`config.mk`:
```
export PLATFORM = sky130hd
export DESIGN_NAME = uart_tx_responder
export DESIGN_NICKNAME = d
export VERILOG_FILES = /design/src/rtl/uart_pkg.sv /design/src/rtl/uart_tx_fifo.sv /design/src/rtl/uart_tx_responder.sv
export SDC_FILE = /design/constraint.sdc
export NUM_CORES = 1
export LEC_CHECK = 0
export ABC_CLOCK_PERIOD_IN_PS = 5480
export CAP_MARGIN = 20
export CORE_AREA = 2 2 100 102
export CTS_CLUSTER_SIZE = 25
export DETAILED_ROUTE_END_ITERATION = 8
export DIE_AREA = 0 0 102 104
export PLACE_DENSITY = 0.67
export SYNTH_ARGS = -nofsm -noshare
export SYNTH_HDL_FRONTEND = slang
export SYNTH_SLANG_ARGS = --single-unit
```
`constraint.sdc`:
```
create_clock -name CLK100MHZ -period 5.48 [get_ports CLK100MHZ]
set_clock_uncertainty 0.2 [all_clocks]
set_input_delay 0.822 -clock CLK100MHZ [delete_from_list [all_inputs] [get_ports CLK100MHZ]]
set_output_delay 0.822 -clock CLK100MHZ [all_outputs]
set_load 0.02 [all_outputs]
```
`src/rtl/uart_pkg.sv`:
```
// Shared UART definitions: FSM state encoding, data width and default bit timing.
// The PAR state exists only when UART_TX_PARITY_EN is defined.
package uart_pkg;

    localparam int unsigned DATA_BITS            = 8;
    localparam int unsigned CLKS_PER_BIT_DEFAULT = 868;
    localparam int unsigned BAUD_W               = 16;
    localparam int unsigned BIT_W                = $clog2(DATA_BITS);

    typedef enum logic [2:0] {
        S_IDLE  = 3'd0,
        S_START = 3'd1,
        S_DATA  = 3'd2,
`ifdef UART_TX_PARITY_EN
        S_PAR   = 3'd3,
`endif
        S_STOP  = 3'd4
    } tx_state_e;

`ifdef UART_TX_PARITY_EN
    function automatic logic even_parity(input logic [DATA_BITS-1:0] b);
        return ^b;
    endfunction
`endif

endpackage

```
`src/rtl/uart_tx_fifo.sv`:
```
// Synchronous byte FIFO with registered full/empty flags and a sticky overflow flag.
// Pushes are qualified by the pre-edge full flag; a dropped push leaves contents unchanged.
module uart_tx_fifo #(
    parameter int unsigned DEPTH = 8,
    parameter int unsigned WIDTH = 8
) (
    input  logic             clk_i,
    input  logic             rst_i,
    input  logic             wr_en_i,
    input  logic [WIDTH-1:0] wr_data_i,
    input  logic             rd_en_i,
    input  logic             clr_ovf_i,
    output logic [WIDTH-1:0] rd_data_c,
    output logic             full_o,
    output logic             empty_o,
    output logic             overflow_o
);

    localparam int unsigned AW = $clog2(DEPTH);
    localparam int unsigned CW = AW + 1;

    logic [WIDTH-1:0] mem_q [DEPTH];
    logic [AW-1:0]    wr_ptr_q, wr_ptr_d;
    logic [AW-1:0]    rd_ptr_q, rd_ptr_d;
    logic [CW-1:0]    count_q, count_d;
    logic             full_q, full_d;
    logic             empty_q, empty_d;
    logic             ovf_q, ovf_d;
    logic             push, pop, drop;

    always_comb begin
        push     = wr_en_i && !full_q;
        drop     = wr_en_i && full_q;
        pop      = rd_en_i && !empty_q;
        wr_ptr_d = wr_ptr_q;
        rd_ptr_d = rd_ptr_q;
        count_d  = count_q;
        if (push) begin
            wr_ptr_d = wr_ptr_q + AW'(1);
        end
        if (pop) begin
            rd_ptr_d = rd_ptr_q + AW'(1);
        end
        case ({push, pop})
            2'b10:   count_d = count_q + CW'(1);
            2'b01:   count_d = count_q - CW'(1);
            default: count_d = count_q;
        endcase
        full_d  = (count_d == CW'(DEPTH));
        empty_d = (count_d == CW'(0));
        // A dropped write wins over a simultaneous clear
        if (drop) begin
            ovf_d = 1'b1;
        end else if (clr_ovf_i) begin
            ovf_d = 1'b0;
        end else begin
            ovf_d = ovf_q;
        end
    end

    always_ff @(posedge clk_i or posedge rst_i) begin
        if (rst_i) begin
            wr_ptr_q <= '0;
            rd_ptr_q <= '0;
            count_q  <= '0;
            full_q   <= 1'b0;
            empty_q  <= 1'b1;
            ovf_q    <= 1'b0;
        end else begin
            wr_ptr_q <= wr_ptr_d;
            rd_ptr_q <= rd_ptr_d;
            count_q  <= count_d;
            full_q   <= full_d;
            empty_q  <= empty_d;
            ovf_q    <= ovf_d;
        end
    end

    always_ff @(posedge clk_i) begin
        if (push) begin
            mem_q[wr_ptr_q] <= wr_data_i;
        end
    end

    assign rd_data_c  = mem_q[rd_ptr_q];
    assign full_o     = full_q;
    assign empty_o    = empty_q;
    assign overflow_o = ovf_q;

endmodule

```
`src/rtl/uart_tx_responder.sv`:
```
// FIFO-buffered UART transmitter: 8N1 frames, or 8E1 when UART_TX_PARITY_EN is defined.
// The serial line register follows the FSM state by one cycle, so it falls two edges after a write.
module uart_tx_responder
    import uart_pkg::*;
#(
    parameter int unsigned CLKS_PER_BIT = CLKS_PER_BIT_DEFAULT,
    parameter int unsigned FIFO_DEPTH   = 8
) (
    input  logic       CLK100MHZ,
    input  logic       reset,
    input  logic       wr_en,
    input  logic [7:0] wr_data,
    input  logic       clr_ovf,
    output logic       full,
    output logic       empty,
    output logic       busy,
    output logic       overflow,
    output logic       uart_rxd_out
);

    tx_state_e            state_q, state_d;
    logic [BAUD_W-1:0]    baud_q, baud_d;
    logic [BIT_W-1:0]     bit_q, bit_d;
    logic [DATA_BITS-1:0] shift_q, shift_d;
    logic                 tx_q, tx_d;
    logic                 busy_q, busy_d;
    logic                 pop;
    logic                 bit_end;
    logic                 last_bit;
    logic [DATA_BITS-1:0] fifo_rd_data_c;
    logic                 fifo_full, fifo_empty, fifo_ovf;
`ifdef UART_TX_PARITY_EN
    logic                 parity_q, parity_d;
`endif

    uart_tx_fifo #(
        .DEPTH (FIFO_DEPTH),
        .WIDTH (DATA_BITS)
    ) u_fifo (
        .clk_i      (CLK100MHZ),
        .rst_i      (reset),
        .wr_en_i    (wr_en),
        .wr_data_i  (wr_data),
        .rd_en_i    (pop),
        .clr_ovf_i  (clr_ovf),
        .rd_data_c  (fifo_rd_data_c),
        .full_o     (fifo_full),
        .empty_o    (fifo_empty),
        .overflow_o (fifo_ovf)
    );

    // Next-state, counters, shift register and line value
    always_comb begin
        state_d  = state_q;
        bit_d    = bit_q;
        shift_d  = shift_q;
        pop      = 1'b0;
`ifdef UART_TX_PARITY_EN
        parity_d = parity_q;
`endif
        bit_end  = (baud_q == BAUD_W'(CLKS_PER_BIT - 1));
        last_bit = (bit_q == BIT_W'(DATA_BITS - 1));
        baud_d   = (state_q == S_IDLE || bit_end) ? '0 : baud_q + BAUD_W'(1);

        case (state_q)
            S_IDLE: begin
                if (!fifo_empty) begin
                    pop     = 1'b1;
                    shift_d = fifo_rd_data_c;
`ifdef UART_TX_PARITY_EN
                    parity_d = even_parity(fifo_rd_data_c);
`endif
                    state_d = S_START;
                end
            end
            S_START: begin
                if (bit_end) begin
                    bit_d   = '0;
                    state_d = S_DATA;
                end
            end
            S_DATA: begin
                if (bit_end) begin
                    shift_d = shift_q >> 1;
                    if (last_bit) begin
                        bit_d   = '0;
`ifdef UART_TX_PARITY_EN
                        state_d = S_PAR;
`else
                        state_d = S_STOP;
`endif
                    end else begin
                        bit_d = bit_q + BIT_W'(1);
                    end
                end
            end
`ifdef UART_TX_PARITY_EN
            S_PAR: begin
                if (bit_end) begin
                    state_d = S_STOP;
                end
            end
`endif
            S_STOP: begin
                // Chain straight into the next start bit when more bytes are queued
                if (bit_end) begin
                    if (!fifo_empty) begin
                        pop     = 1'b1;
                        shift_d = fifo_rd_data_c;
`ifdef UART_TX_PARITY_EN
                        parity_d = even_parity(fifo_rd_data_c);
`endif
                        state_d = S_START;
                    end else begin
                        state_d = S_IDLE;
                    end
                end
            end
            default: state_d = S_IDLE;
        endcase

        case (state_q)
            S_START: tx_d = 1'b0;
            S_DATA:  tx_d = shift_q[0];
`ifdef UART_TX_PARITY_EN
            S_PAR:   tx_d = parity_q;
`endif
            default: tx_d = 1'b1;
        endcase

        busy_d = (state_d != S_IDLE);
    end

    always_ff @(posedge CLK100MHZ or posedge reset) begin
        if (reset) begin
            state_q  <= S_IDLE;
            baud_q   <= '0;
            bit_q    <= '0;
            shift_q  <= '0;
            tx_q     <= 1'b1;
            busy_q   <= 1'b0;
`ifdef UART_TX_PARITY_EN
            parity_q <= 1'b0;
`endif
        end else begin
            state_q  <= state_d;
            baud_q   <= baud_d;
            bit_q    <= bit_d;
            shift_q  <= shift_d;
            tx_q     <= tx_d;
            busy_q   <= busy_d;
`ifdef UART_TX_PARITY_EN
            parity_q <= parity_d;
`endif
        end
    end

    assign full         = fifo_full;
    assign empty        = fifo_empty;
    assign overflow     = fifo_ovf;
    assign busy         = busy_q;
    assign uart_rxd_out = tx_q;

endmodule

```
==> results.yml <==
sta:
  max_slew_margin_pct: 38.1
  setup_slack_of_the_critical_path_after_layout_ns: 1.63
  finalCriticalPeriod_ns: 3.85
  worstMarginPinSlew_ns: 0.928
  setup_repair_after_global_routing_missed_its_margin: "no"
  report.final.slew_viol_count: 0
  fin_crit_sh_pct: 70.3
  fin_setup_tns_ns: 0
  final_report_setup_violation_count: 0
  report.final.hold_viol_count: 0
  fmaxAchievable_mhz: 260
routing:
  drt.antenna.violating_nets: 0
  routed_wire_length_per_instance_um: 16.7
  dr.first_iter.drc_count: 127
  avgViaCountPerCell: 5.31
  detail_route.first_pass.iterations: 4
  finalWirelength_um: 7830
  num_vias: 2492
  drt_drc_violations_left: 0
yosys:
  simple_gate_fraction_of_synth_area_pct: 9.28
  synth_ff_type: "edfxtp_1"
  ys_ff_latch: 109
  seq_area_frac_synth_pct: 64.9
  synth.mux.area_fraction_pct: 11.5
  yosys-top-cells-count: "edfxtp_1 (64), dfrtp_1 (43), nor2_1 (29)"
  synth-edff-count: 64
  synthesis.yosys.warnings: 0
  synth_compound_area_share_pct: 5.40
  synthesis.instances: 311
  syn-mean-instance-area_um2: 15.1
  synth_fa_ha_area_share_pct: 2.55
  synth_async_sr_flop_share_pct: 41.3
  distinct_cells_synth: 44
  post_synth_instance_area_um2: 4700
  synth_most_common_cell: "edfxtp_1"
  synth_xor_area_share_pct: 4.10
  synth_largest_type_area_fraction_pct: 40.9
  post_synth_main_area_contributors: "edfxtp_1 (41%), dfrtp_1 (23%), mux4_2 (7.2%), nor2_1 (2.3%), xor2_1 (2.2%)"
  largest_family_of_logic_cells_by_synthesized_area: "multiplexers"
  postSynthNetCount: 332
  post-synth-top-area-cell: "edfxtp_1"
clock_network:
  total_of_cells_resized_after_clock_tree_synthesis: 0
  worst_setup_hold_path_clk_slew_ns: 0.10
  cts.sinks: 109
  hold_buffers: 0
  cts_setup_buffers: 0
  cts_tree: "done"
  clk_root_buffer_cell: "clkbuf_8"
  cts_max_level: 3
  cts-root-to-sink-buffers: 2
  cts_made_buffers: 9
  insertion_delay_of_the_later_clocked_pin_in_the_worst_skew_pair_ns: 0.38
placed_design:
  place.detailed.hpwl_um: 5150
  place_worst_setup_slack_ns: 1.60
  rd_place_congestion: 0.789
  port_buffers: 16
  placedCellCount: 452
worst_setup_path:
  crit_fanout: 11
  critical_path_required_ns: 5.59
  critical_path.endpoint_type: "flip-flop"
  worst_path_max_delay_cell: "or4_1"
  timing.setup.critical_path_class: "flip-flop to flip-flop"
  worst_ep_arrival_time_ns: 3.96
  cpPeakStageDelay_ns: 0.53
  worstSetupStartpointType: "flip-flop"
  cp_cell_sequence: "ha_1 > nor3b_1 > nand4_1 > a21boi_2 > ha_1 > inv_1 > fa_1 > xnor2_1 > mux2i_1 > inv_1 > or4_1 > mux2i_1"
die:
  rows: 36
  dieArea_um2: 10600
  initial_utilization_pct: 49.3
  dieHeight_um: 104
  design.core.area_um2: 9550
  ioPinCount: 17
  die_width_um: 102
global_routing:
  pin_count_of_the_biggest_net_entering_global_routing: 46
  grt_pass1_wl_um: 13400
  grt.overflow.total: 0
  grt_use_total_pct: 16.7
  vias_in_the_first_global_route: 2648
  grt_antenna_before_repair: 0
layout:
  post_layout_nonfiller_instances: 469
  final.fill_count: 785
  insertedDiodeCount: 0
  final-seq-area_um2: 3050
  design.final.nets: 352
  drive_gt1_share_pct: 15.5
  multi_input_area_um2: 1550
  area_overhead_of_the_layout_relative_to_synthesis_pct: 10.5
power:
  power.density_nw_per_um2: 451
  leakage_nw: 1.96
  vdd_ir_drop_max_mv: 0.204
outcome:
  outcome: "finished clean"
worst_hold_path:
  worst_hold_path_type: "flip-flop to flip-flop"
run:
  cap_violations: 0
worst max-delay path: cells and delay by family, from the launching register on:
| family | cells | cell delay (ns) |
|---|---|---|
| buffers and inverters | 2 | 0.14 |
| AND/OR/NAND/NOR | 3 | 1.22 |
| adder cells (fa/ha/maj) | 3 | 0.90 |
| multiplexers | 2 | 0.32 |
| AO/OA/AOI/OAI | 1 | 0.47 |
| flip-flops | 1 | 0.40 |
| XOR/XNOR | 1 | 0.13 |
flip-flops by register name (all words and copies together), names as in the netlist:
| signal | cells |
|---|---|
| state_q | 3 |
| u_fifo.full_o | 1 |
| uart_rxd_out | 1 |
| u_fifo.rd_ptr_q | 3 |
| baud_q | 16 |
| u_fifo.wr_ptr_q | 3 |
| busy | 1 |
| u_fifo.count_q | 4 |
| shift_q | 8 |
| u_fifo.empty_o | 1 |
| bit_q | 3 |
| u_fifo.mem_q | 64 |
| u_fifo.overflow_o | 1 |
logic make-up after synthesis:
kind of cell | count (synthesis)
flip-flops | 109
AND/OR/NAND/NOR | 88
AO/OA/AOI/OAI | 31
multiplexers | 30
XOR/XNOR | 22
buffers and inverters | 22
adder cells (fa/ha/maj) | 9
path summary, 6_finish.rpt:
path                            from            endpoint  slack [ns]  cells past startpoint
max                        baud_q[0]      u_fifo.empty_o        1.63                     12
min                        baud_q[0]           baud_q[0]        0.30                      1
max reg2reg                baud_q[0]      u_fifo.empty_o        1.63                     12
min reg2reg                baud_q[0]           baud_q[0]        0.30                      1
max in group asynchronous      reset          state_q[1]        3.73                      2
min in group asynchronous      reset  u_fifo.wr_ptr_q[1]        0.76                      2
cells in the final DEF (no fill, tap or decap), types with 3 or more instances in the layout:
cell / instances
edfxtp_1: 64
dfrtp_1: 43
nor2_1: 29
clkdlybuf4s50_1: 16
mux4_2: 15
xor2_1: 12
nand2_1: 12
inv_1: 11
xnor2_1: 10
nand3_1: 9
clkbuf_8: 9
nand2b_1: 8
and3_1: 8
ha_1: 8
a221o_1: 7
mux2_4: 6
nor4_1: 5
nor3_1: 5
a22o_1: 5
o21ai_0: 5
a21oi_1: 5
mux2_2: 4
mux2i_1: 4
nor2b_1: 3
inv_8: 3
power breakdown:
part           switching (mW)  total [mW]  internal [mW]
sequential              0.155        1.21           1.06
clock                   0.286       0.462          0.176
combinational           0.295       0.667          0.372
total                   0.736        2.34           1.60
area by class of cell:
cell class / instances / share of cell area [%]
inverter: 12 / 0.867
tap: 133 / 3.20
clock buffer: 9 / 2.38
timing repair buffer: 19 / 3.90
sequential: 109 / 58.7
clock inverter: 7 / 1.16
multi-input combinational: 180 / 29.8
routing by layer:
metal,vias to the layer above,GRT usage (%),part of all wire [%]
met5,-,0,0
met4,0,5.90,1.4
met3,8,4.03,2.5
met2,28,27.2,51
met1,1248,21.8,45
li1,1208,-,-
stage by stage:
step | util (%) | hold slack [ns] | instance area [um2] | power [mW]
finish | 54.4 | 0.298 | 5200 | 2.34
global placement | 52.2 | 0.268 | 4980 | 1.86
detailed placement | 52.2 | 0.281 | 4980 | 1.89
global route | 54.4 | 0.324 | 5200 | 2.49
CTS | 54.1 | 0.296 | 5170 | 2.35
floorplan | - | 0.255 | 4700 | 1.72
Power figures use the tool's default switching activity.
